### src/rtl/seq_detector_param.sv
// -----------------------------------------------------------------------------
// seq_detector_param
//
// Purpose
//   Serial pattern detector. Bits arrive MSB-first on n, qualified by en.
//   A (PAT_LEN-1)-bit history register plus the bit currently presented on n
//   is compared against PATTERN. The detect output d is Mealy: it rises in the
//   same cycle the final pattern bit is presented. Overlapping or
//   non-overlapping detection is selected by OVERLAP. An optional saturating
//   counter reports how many detections occurred since reset.
//
// Parameters
//   PAT_LEN  : pattern length in bits, legal range 2..16
//   PATTERN  : PAT_LEN-bit pattern, PATTERN[PAT_LEN-1] is the first bit received
//   OVERLAP  : 1 = overlapping detection, 0 = non-overlapping detection
//   CNT_W    : width of the match counter
//
// Ports
//   clk       in   1      single clock, all state updates on rising edge
//   rst       in   1      asynchronous active-high reset
//   n         in   1      serial data bit
//   en        in   1      bit-valid, n is consumed only when en=1
//   d         out  1      Mealy detect output (combinational)
//   match_cnt out  CNT_W  detections since reset, saturating
//
// Configuration macro
//   SEQ_DET_COUNT_EN : when defined the saturating match counter is built;
//                      when undefined the counter is compiled out and
//                      match_cnt is tied to zero. d is identical in both builds.
// -----------------------------------------------------------------------------
module seq_detector_param #(
    parameter int                 PAT_LEN = 5,
    parameter logic [PAT_LEN-1:0] PATTERN = 5'b11011,
    parameter int                 OVERLAP = 1,
    parameter int                 CNT_W   = 8
) (
    input  logic             clk,
    input  logic             rst,
    input  logic             n,
    input  logic             en,
    output logic             d,
    output logic [CNT_W-1:0] match_cnt
);

    // History holds PAT_LEN-1 bits; the last pattern bit comes straight from n.
    localparam int HIST_W = PAT_LEN - 1;
    // Fill counts 0..PAT_LEN-1; a 1-bit minimum keeps PAT_LEN=2 legal.
    localparam int FILL_W = (PAT_LEN > 2) ? $clog2(PAT_LEN) : 1;
    localparam logic [FILL_W-1:0] FILL_MAX = FILL_W'(PAT_LEN - 1);

    // -------------------------------------------------------------------------
    // State and next-state signals
    // -------------------------------------------------------------------------
    logic [HIST_W-1:0] r_hist;
    logic [FILL_W-1:0] r_fill;
    logic [HIST_W-1:0] w_hist_nxt;
    logic [FILL_W-1:0] w_fill_nxt;

    logic [PAT_LEN-1:0] w_window;   // {history, current bit}, oldest bit in MSB
    logic               w_full;     // history holds PAT_LEN-1 valid bits
    logic               w_hit;      // detection in this cycle

    // Saturating increment of the fill counter.
    function automatic logic [FILL_W-1:0] fill_inc(input logic [FILL_W-1:0] f);
        logic [FILL_W-1:0] r;
        if (f == FILL_MAX) begin
            r = FILL_MAX;
        end else begin
            r = f + FILL_W'(1);
        end
        return r;
    endfunction

    // -------------------------------------------------------------------------
    // Mealy detect: the window is only meaningful once history is full, which
    // stops reset-zeroed history bits from matching a pattern with leading 0s.
    // -------------------------------------------------------------------------
    assign w_window = {r_hist, n};
    assign w_full   = (r_fill == FILL_MAX);
    assign w_hit    = en & ~rst & w_full & (w_window == PATTERN);
    assign d        = w_hit;

    // Next-state logic for history and fill counter.
    always_comb begin
        w_hist_nxt = r_hist;
        w_fill_nxt = r_fill;
        if (en) begin
            if (w_hit && (OVERLAP == 0)) begin
                // Non-overlapping: drop every bit of the completed match.
                w_hist_nxt = '0;
                w_fill_nxt = '0;
            end else begin
                // Lower HIST_W bits of the window are the history shifted left
                // with n in the LSB; this form also works for PAT_LEN=2.
                w_hist_nxt = w_window[HIST_W-1:0];
                w_fill_nxt = fill_inc(r_fill);
            end
        end else begin
            w_hist_nxt = r_hist;
            w_fill_nxt = r_fill;
        end
    end

    // History and fill registers with asynchronous reset.
    always_ff @(posedge clk or posedge rst) begin
        if (rst) begin
            r_hist <= '0;
            r_fill <= '0;
        end else begin
            r_hist <= w_hist_nxt;
            r_fill <= w_fill_nxt;
        end
    end

`ifdef SEQ_DET_COUNT_EN
    // -------------------------------------------------------------------------
    // Saturating match counter: updates one edge after d=1, never wraps.
    // -------------------------------------------------------------------------
    logic [CNT_W-1:0] r_match_cnt;

    // Match counter register with asynchronous reset.
    always_ff @(posedge clk or posedge rst) begin
        if (rst) begin
            r_match_cnt <= '0;
        end else if (w_hit && (r_match_cnt != {CNT_W{1'b1}})) begin
            r_match_cnt <= r_match_cnt + CNT_W'(1);
        end else begin
            r_match_cnt <= r_match_cnt;
        end
    end

    assign match_cnt = r_match_cnt;
`else
    assign match_cnt = '0;
`endif

endmodule

### config.mk
export PLATFORM = sky130hd
export DESIGN_NAME = seq_detector_param
export DESIGN_NICKNAME = d
export VERILOG_FILES = /design/src/rtl/seq_detector_param.sv
export SDC_FILE = /design/constraint.sdc
export NUM_CORES = 1
export LEC_CHECK = 0
export ABC_AREA = 0
export CORE_AREA = 2 2 39 41
export DETAILED_ROUTE_END_ITERATION = 10
export DIE_AREA = 0 0 41 43
export PLACE_DENSITY = 0.67
export SLEW_MARGIN = 0
export SYNTH_ARGS = -nofsm -noshare
export SYNTH_HDL_FRONTEND = slang
export SYNTH_SLANG_ARGS = --single-unit
### constraint.sdc
create_clock -name clk -period 1.8 [get_ports clk]
set_input_delay 0.36 -clock clk [delete_from_list [all_inputs] [get_ports clk]]
set_output_delay 0.36 -clock clk [all_outputs]
set_load 0.02 [all_outputs]
Yosys cells after proc, flatten, opt, wreduce, memory -nomap -nowiden
Cells that the tools add are included.

Register bits: 7. Bits of input ports: 4. Output and inout bits: 9. Word-level logic and storage cells: 10.

Add/subtract/negate cells: 1. Equality and inequality tests: 2. Multiplexer cells: 1. Bitwise gates (word level): 4.

Operator list (number): equality test 5 bit, second input constant (1); adder 3 x 1 -> 3 bit, second input constant (1); bitwise AND 1 bit (3); equality test 3 bit, second input constant (1); 2-to-1 mux 3 bit (1); NOT 1 bit (1).

Logic depth before layout (Yosys ltp)
Gate-level depths: netlist of the first run.

Depth in word-level cells: 4. Depth in mapped cells: 4. Mapped depth without buffers: 4.

Worst setup path before layout of the first run
No wires, ideal clock.

Kind: register to output. From: register r_fill[0]. To: output port d. Data arrival time: 1.036 ns. Required time: 1.440 ns. Setup slack: 0.404 ns. Cell stages (with the launch flop): 5. Path buffers: 0. Path through: dfrtp_1 -> inv_1 -> ha_1 -> nand2_1 -> nor3_2.

Word-level cells in the longest chain between the ends: 3.

RTL lines: start, declared (line 55) `logic [FILL_W-1:0] r_fill;`; start signal, assigned (line 111) `r_fill <= w_fill_nxt;`; equality test 3 bit (line 79) `assign w_full = (r_fill == FILL_MAX);`; bitwise AND 1 bit (2 in a row) (line 80) `assign w_hit = en & ~rst & w_full & (w_window == PATTERN);`; end, declared (line 41) `output logic d,`.

No other way between the ends.

Final worst setup path of the first run
From: input port rst. To: output port d.

Word-level cells in the longest chain between the ends: 4.

RTL lines: start, declared (line 38) `input logic rst,`; NOT 1 bit (line 80); bitwise AND 1 bit (3 in a row) (line 80).

No other way between the ends.

==> results.md, run 1 <==
* Final hold violations at 0
* Post-Syn Area at 429 µm²
* Die W at 41 µm
* Cts hold-fix bufs at 0
* Crit path kind: in -> out
* R2r worst-path depth at 5
* Busiest grt layer: met1
* Cell row count at 14
* Global-route track usage on met3 at 3.14%
* Area contributors post-synth: dfrtp_1 41%, mux2_4 17%, buf_4 14%
* Diode count at 0
* Final weighted congestion in routability-driven placement at 0.679
* Met1 Track Usage GR at 14.0%
* Fmax at 599 MHz
* Gr ovfl total at 0
* Port Buffers at 4
* Cells after synthesis at 37
* CP required at 1.44 ns
* Worst Setup End Kind: primary output
* Final Non-Filler Cells at 64
* CTS root buffer: clkbuf_4
* Post-synth top area share at 40.8%
* Global-route wire length before repair at 1.10 mm
* Number of synthesized flops with an enable pin at 0
* Post-synth top cells: 8 x buf_4, 7 x dfrtp_1, 5 x mux2_4, 3 x inv_1
* Top_reg_cell synth: dfrtp_1
* Synth warn at 0
* Register area at 175 µm²
* Maximum vdd drop at 550 µV
* DIE AREA at 1760 µm²
* Power per cell area at 1260 nW/µm²
* Yosys reg bits at 7
* Total Power at 0.635 mW
* Antenna viol nets, final at 0
* CTS tree: done
* Share of layout cells above drive strength 1 at 31.3%
* Sequential share of the synthesized area at 40.8%
* Worst Skew at 0.00359 ns
* Vias per inst at 3.91
* Post-synth cell types at 15
* Htree depth at 1
* Detailed Place HPWL at 457 µm
* Clk_lat worst skew at 0.24 ns
* Hold Crit Class: in -> async
* Iter 0 DRT Violations at 0
* R2r startpoint: r_fill[0]
* Final setup vio count at 0
* DRC violations left at 0
* Via Count at 250
* Async SR Flop Fraction at 100%
* Placed insts at 60
* Die Span Y at 43 µm
* Routed wire per std cell at 9.31 µm
* Fin. max-slew vios at 0
* Min Tclk post-route at 1.67 ns
* Starting Density at 31.0%
* RSZ-0062 raised after global routing: false
* I/O pins at 13
* Top cell type by total area after synthesis: dfrtp_1
* Status: finished, final reports clean
* Core Area at 1380 µm²
* CTS Sinks at 7
* Clk buf depth at 2
* Number of fill cells at 150
* R2R Setup Slk at 0.69 ns
* Most common cell in the netlist: buf_4
* CP max FO at 2
* Area growth syn-to-layout at 17.2%
* WP data arrival at 1.31 ns
* Setup repair bufs after CTS at 0
* 1st-pass router iterations at 1
* # nets final at 55
* Total Routed Length at 596 µm
* Largest net degree at the start of global routing at 10
* CTS Buf Count at 3
* Vias in the first global route at 260
* Routing usage on met2 at 12.2%
* Fin crit share at 92.8%
* Hold_ws at 0.378 ns
* Reg-to-Reg End: r_fill[0]
* Multi-input combinational cell area at 198 µm²
* Max Cap Viol at 0
* Crit start category: input port
* Fin util at 36.3%
* P_leak at 0.252 nW
* Total global-route track usage at 9.43%
* CP startpoint: rst
* Avg Cell Area, Syn at 11.6 µm²
* Clk slew on worst S/H paths at 0.05 ns
* Antenna violations before repair at 0
## stage by stage
step	TNS (ns)	setup WS (ns)	cell area, µm²
after floorplan	0	0.404	455
after global placement	-0.337	-0.337	482
after detailed placement	-0.325	-0.325	482
after CTS	0	0.00505	509
after global routing	0	0.0523	503
final	0	0.130	503
## state kept, by name (all words and copies together) (netlist names)
register  cells
r_fill        3
r_hist        4
## where the power goes
group          total (mW)  internal [mW]  switching [mW]
sequential          0.238          0.207          0.0319
combinational       0.257          0.155           0.103
clock               0.139         0.0844          0.0548
## worst max-delay path: stages
cell             delay (ns)
clkdlybuf4s50_1        0.42
nand4b_1               0.20
nor3_2                 0.16
buf_2                  0.18
## final cells by class
type | instances | area share [%]
multi-input combinational | 25 | 39.3
sequential | 7 | 34.8
timing repair buffer | 9 | 14.4
clock buffer | 4 | 5.22
tap | 16 | 3.98
inverter | 3 | 2.24
## kinds of logic (layout without fill, tap and decap cells)
group           after synthesis  count (layout)  synth area share [%]
other cells                   1               8                 0.874
buf+inv                      12              16                  19.2
mux                           5               5                  17.5
simple gates                  6               6                  9.91
flops                         7               7                  40.8
fa+ha+maj                     2               2                  5.83
compound gates                4               4                  5.83
## cells in the final DEF, fill, tap and decap left out, drive strengths merged
master         instances
nand4b                 1
nand2                  1
a31oi                  1
clkdlybuf4s50          3
nor2b                  2
dfrtp                  7
nor3                   1
a31o                   1
buf                    6
a21oi                  2
inv                    3
mux2                   5
nand3b                 1
conb                   8
clkbuf                 4
ha                     2
## routing by layer
| layer | share of wire (%) | wire length, µm |
|---|---|---|
| met4 | 0 | 0 |
| met5 | 0 | 0 |
| met3 | 4.2 | 25 |
| met1 | 49 | 292 |
| met2 | 47 | 278 |
## worst max-delay path by stage
stage | slack, ns | depth (start not counted) | end
after floorplan | 0.40 | 4 | d
after global placement | -0.34 | 4 | d
after detailed placement | -0.33 | 4 | d
after CTS | 0.005 | 4 | d
after global routing | 0.05 | 4 | d
final | 0.13 | 4 | d
## what timing repair did
action	in CTS	in global routing
pin swaps	0	0
setup endpoints to repair	1	1
cloned	0	0
endpoints found under the hold margin	0	0
resized for setup	3	1
(Power assumes the default switching activity.)
==> run 2, diff against run 1 <==
--- a/config.mk
+++ b/config.mk
@@ -6,6 +6,7 @@
 export NUM_CORES = 1
 export LEC_CHECK = 0
 export ABC_AREA = 0
+export ABC_CLOCK_PERIOD_IN_PS = 1800
 export CORE_AREA = 2 2 39 41
 export DETAILED_ROUTE_END_ITERATION = 10
 export DIE_AREA = 0 0 41 43
==> results of run 2 <==
The final DEF is identical to that of run 1; final timing and power are the same.
